===== config.mk =====
export PLATFORM = sky130hd
export DESIGN_NAME = ram_16x8_bit
export DESIGN_NICKNAME = d
export VERILOG_FILES = /design/src/rtl/ram_16x8_bit.sv
export SDC_FILE = /design/constraint.sdc
export NUM_CORES = 1
export LEC_CHECK = 0
export ABC_AREA = 0
export CORE_MARGIN = 2
export CORE_UTILIZATION = 65
export CTS_CLUSTER_SIZE = 16
export DETAILED_ROUTE_END_ITERATION = 7
export GPL_TIMING_DRIVEN = 0
export PLACE_DENSITY_LB_ADDON = 0.15
export SLEW_MARGIN = 15
export SYNTH_ARGS = -nofsm -noshare
export SYNTH_HDL_FRONTEND = slang
export SYNTH_SLANG_ARGS = --single-unit

===== constraint.sdc =====
create_clock -name clk -period 3.34 [get_ports clk]
set_clock_uncertainty 0.1 [all_clocks]
set_input_delay 0.501 -clock clk [delete_from_list [all_inputs] [get_ports clk]]
set_output_delay 0.501 -clock clk [all_outputs]
set_load 0.1 [all_outputs]

===== src/rtl/ram_16x8_bit.sv =====
// ram_16x8_bit -- single-port synchronous RAM, 16 words x 8 bits.
//
// One address bus is shared by writes and reads. Read data is registered, so
// data appears one cycle after its address. Storage is a flop array, which
// makes the reset contents deterministic.
//
// Ports (header order; the first five may be connected positionally):
//   data_in       in   DATA_WIDTH  write data
//   ram_address   in   ADDR_WIDTH  word address for both write and read
//   write_enable  in   1           1 = write cycle, 0 = read cycle
//   clk           in   1           clock; all state changes on the rising edge
//   data_out      out  DATA_WIDTH  registered read data
//   rst_n         in   1           asynchronous active-low reset (clears memory and data_out)
//
// Build option:
//   RAM_WRITE_THROUGH_EN  when defined, a write cycle also loads data_in into
//                         data_out. When undefined (default), data_out holds
//                         during write cycles. The memory is written identically
//                         in both modes.
module ram_16x8_bit #(
   parameter int unsigned DATA_WIDTH = 8,
   parameter int unsigned ADDR_WIDTH = 4
) (
   input  logic [DATA_WIDTH-1:0] data_in,
   input  logic [ADDR_WIDTH-1:0] ram_address,
   input  logic                  write_enable,
   input  logic                  clk,
   output logic [DATA_WIDTH-1:0] data_out,
   input  logic                  rst_n
);

   // Depth always follows the address width.
   localparam int unsigned DEPTH = 2 ** ADDR_WIDTH;

   logic [DATA_WIDTH-1:0] mem [DEPTH];

   // Write and read are decoded as two explicit compares, not as if/else.
   // An unknown write_enable therefore matches neither branch. In that case
   // nothing is written and data_out holds.
   always_ff @(posedge clk or negedge rst_n) begin
      if (!rst_n) begin
         data_out <= '0;
         for (int unsigned i = 0; i < DEPTH; i++) begin
            mem[i] <= '0;
         end
      end else if (write_enable == 1'b1) begin
         mem[ram_address] <= data_in;
`ifdef RAM_WRITE_THROUGH_EN
         data_out <= data_in;
`endif
      end else if (write_enable == 1'b0) begin
         data_out <= mem[ram_address];
      end
   end

endmodule


==> metrics.md <==
| Metric | Value |
|---|---|
| Status | completed |
| Vias in the first global route | 3951 |
| Cts repair resizes | 0 |
| Via-to-Cell Ratio | 6.37 |
| Critical path depth | 1 |
| Skew-Pair Late Insertion Delay | 0.53 ns |
| Slowest stage delay, CP | 1.15 ns |
| Post-synth EDFFs | 0 |
| CTS tree | done |
| Die span in x | 102 um |
| R2R depth | 3 |
| Mapped Cells | 402 |
| Fmax | 372 MHz |
| Post-Syn Area | 6280 um^2 |
| Arr. time, crit path | 2.09 ns |
| Max-slew violations | 0 |
| Register bit total from synthesis | 136 |
| Initial antenna violation count | 0 |
| DRT iter0 DRCs | 224 |
| Sequential area share after synthesis | 54.2% |
| Unrepaired setup endpoints after global routing | no |
| Total die area | 10500 um^2 |
| Post-synth ARST share | 100% |
| Number of H-tree levels | 4 |
| Total GRT Usage | 30.6% |
| DRT antenna net count | 0 |
| Ys flop type | dfrtp_1 |
| DRC | 0 |
| CTS Buf Count | 17 |
| Yosys warns | 0 |
| CTS Buffer Depth | 2 |
| First-pass DRT Iterations | 4 |
| Worst vdd ir | 0.739 mV |
| Core Box Area | 9330 um^2 |
| Final WS setup | 0.651 ns |
| Pre-CTS WS | 0.575 ns |
| Row cnt | 35 |
| Max-cap violations | 0 |
| Synthesized area per cell | 15.6 um^2 |
| Worst slew margin | 34.9% |
| Buf+Inv Stages, Crit Path | 1 |
| Layout cells sized above 1 | 51.1% |
| Fill count | 547 |
| Slowest stage cell on the critical path | clkdlybuf4s50_1 |
| Worst-Margin Slew | 0.974 ns |
| Port Buffers | 21 |
| ANT cells | 0 |
| Crit-path max FO | 2 |
| Synthesized Nets | 417 |
| PD cells | 685 nW/um^2 |
| Hold slack | 0.394 ns |
| Initial core utilization | 67.4% |
| Root Driver | clkbuf_8 |
| Final WL | 14600 um |
| Clock slew at reported path FFs | 0.06 ns |
| DP HPWL | 9350 um |
| Post-CTS Setup Inserts | 0 |
| Post-DR wirelength/cell | 24.9 um |
| Layout area overhead | 15.4% |
| Global-route wire length before repair | 22400 um |
| Register area | 3400 um^2 |
| Largest net degree at the start of global routing | 72 |
| CP Capture Type | output pin |
| Final Cycle Share | 80.5% |
| Clock sinks | 136 |
| I/O Pins | 23 |
| Gpl congestion | 0.961 |
| Hold Crit Class | flop to flop |
| Required @ worst endpoint | 2.74 ns |
| Multi-input gate area | 2690 um^2 |
| Min cycle time layout | 2.69 ns |
| Yosys cell types | 34 |
| Hold Path Stages | 1 |
| Die span in y | 102 um |
| Startpoint Class | flop |
| Nets | 459 |
| CP Class | flop to output pin |
| Setup-failing EPs final | 0 |
| CP top delay family | buffers and inverters |
| P_leak | 3.05 nW |
| Via count | 3727 |
| Final Hold Fails | 0 |
| Total grt overflow | 0 |
| Critical path, cell by cell | clkdlybuf4s50_1 |
[area by class of cell]
cell class	count	area share [%]
plain buffers	28	2.26
clock buffers	18	5.90
clock inverters	13	1.81
inverters	8	0.414
multi-input cells	230	37.0
flip-flops and latches	136	46.9
well taps	129	2.23
repair buffers	23	3.43
[cell usage in the layout (no fill, tap or decap), drive strengths merged, types with 2 or more instances in the layout]
master | synthesis | final
clkinvlp | 0 | 5
a22oi | 8 | 8
a32oi | 8 | 8
inv | 8 | 8
clkdlybuf4s50 | 0 | 20
dfrtp | 136 | 136
a221oi | 8 | 8
or3 | 3 | 3
clkbuf | 10 | 28
nor2 | 7 | 7
nand3 | 2 | 2
buf | 18 | 20
nand3b | 2 | 2
nand2b | 3 | 3
clkinv | 0 | 6
nand2 | 10 | 10
mux2 | 144 | 144
nor3 | 5 | 5
bufinv | 0 | 2
mux4 | 24 | 24
[where the power goes]
part,internal [W],switching (W),leakage (nW),total [W]
registers,0.00203,0.000195,1.66,0.00222
clock network,0.00107,0.000699,0.264,0.00177
logic,0.000513,0.000463,1.12,0.000976
total,0.00361,0.00136,3.05,0.00497
[stage by stage]
step | instance area (um^2) | power, W | std cells | utilization (%) | setup TNS, ns
floorplan | 6280 | 0.00291 | 402 | - | 0
global placement | 6660 | 0.00314 | 552 | 71.3 | -466.20
detailed placement | 6680 | 0.00321 | 553 | 71.7 | 0
CTS | 7250 | 0.00498 | 585 | 77.8 | 0
global route | 7250 | 0.00515 | 585 | 77.8 | 0
finish | 7250 | 0.00497 | 585 | 77.8 | 0
[logic make-up (layout without fill, tap and decap cells)]
| group | Yosys count | count (layout) | synth area share, % |
|---|---|---|---|
| and+or+nand+nor | 38 | 38 | 5.16 |
| AOI/OAI and AO/OA | 24 | 24 | 3.19 |
| buffers and inverters | 36 | 90 | 3.09 |
| DFF | 136 | 136 | 54.2 |
| muxes | 168 | 168 | 34.4 |
[final timing paths]
path / startpoint / slack, ns / to
min in group asynchronous: rst_n / 0.44 / mem[9]
worst max register to register: mem[73] / 1.65 / data_out[1]
max in group asynchronous: rst_n / 1.94 / mem[51]
worst min-delay path: mem[61] / 0.39 / mem[61]
worst min register to register: mem[61] / 0.39 / mem[61]
worst max-delay path: data_out[2] / 0.65 / data_out[2]
[layer usage]
layer	part of all wire, %	track usage, %	up-vias
met5	0	0	-
met4	3.5	13.7	0
met3	4.1	6.29	30
met2	50	49.3	114
met1	43	40.5	1992
li1	-	-	1591
[worst reg2reg max path, stage by stage, from the launching register on]
cell	delay, ns
dfrtp_1	0.39
mux4_2	0.51
a22oi_1	0.38
a32oi_1	0.17
[flip-flops by register name, summed over array words and instances (netlist names)]
register,count
data_out,8
mem,128
[Yosys cell counts, types with 2 or more instances]
library cell | number | area, um^2
a221oi_1 | 8 | 70.1
mux2_2 | 143 | 1610
buf_6 | 3 | 33.8
nor2_2 | 4 | 25.0
or3_1 | 3 | 18.8
buf_1 | 2 | 7.51
a32oi_1 | 8 | 70.1
nand2_1 | 9 | 33.8
nor2_4 | 2 | 22.5
a22oi_1 | 8 | 60.1
nor3_4 | 4 | 65.1
buf_2 | 8 | 40.0
nand2b_1 | 2 | 12.5
mux4_2 | 24 | 541
inv_1 | 8 | 30.0
buf_4 | 4 | 30.0
clkbuf_1 | 10 | 37.5
dfrtp_1 | 136 | 3400
[timing repair]
item,in CTS,in global routing
hold buffers,1,0
hold endpoints to repair,65,0
setup endpoints to repair,0,0
Note: power is estimated with default switching activity, not from simulation.
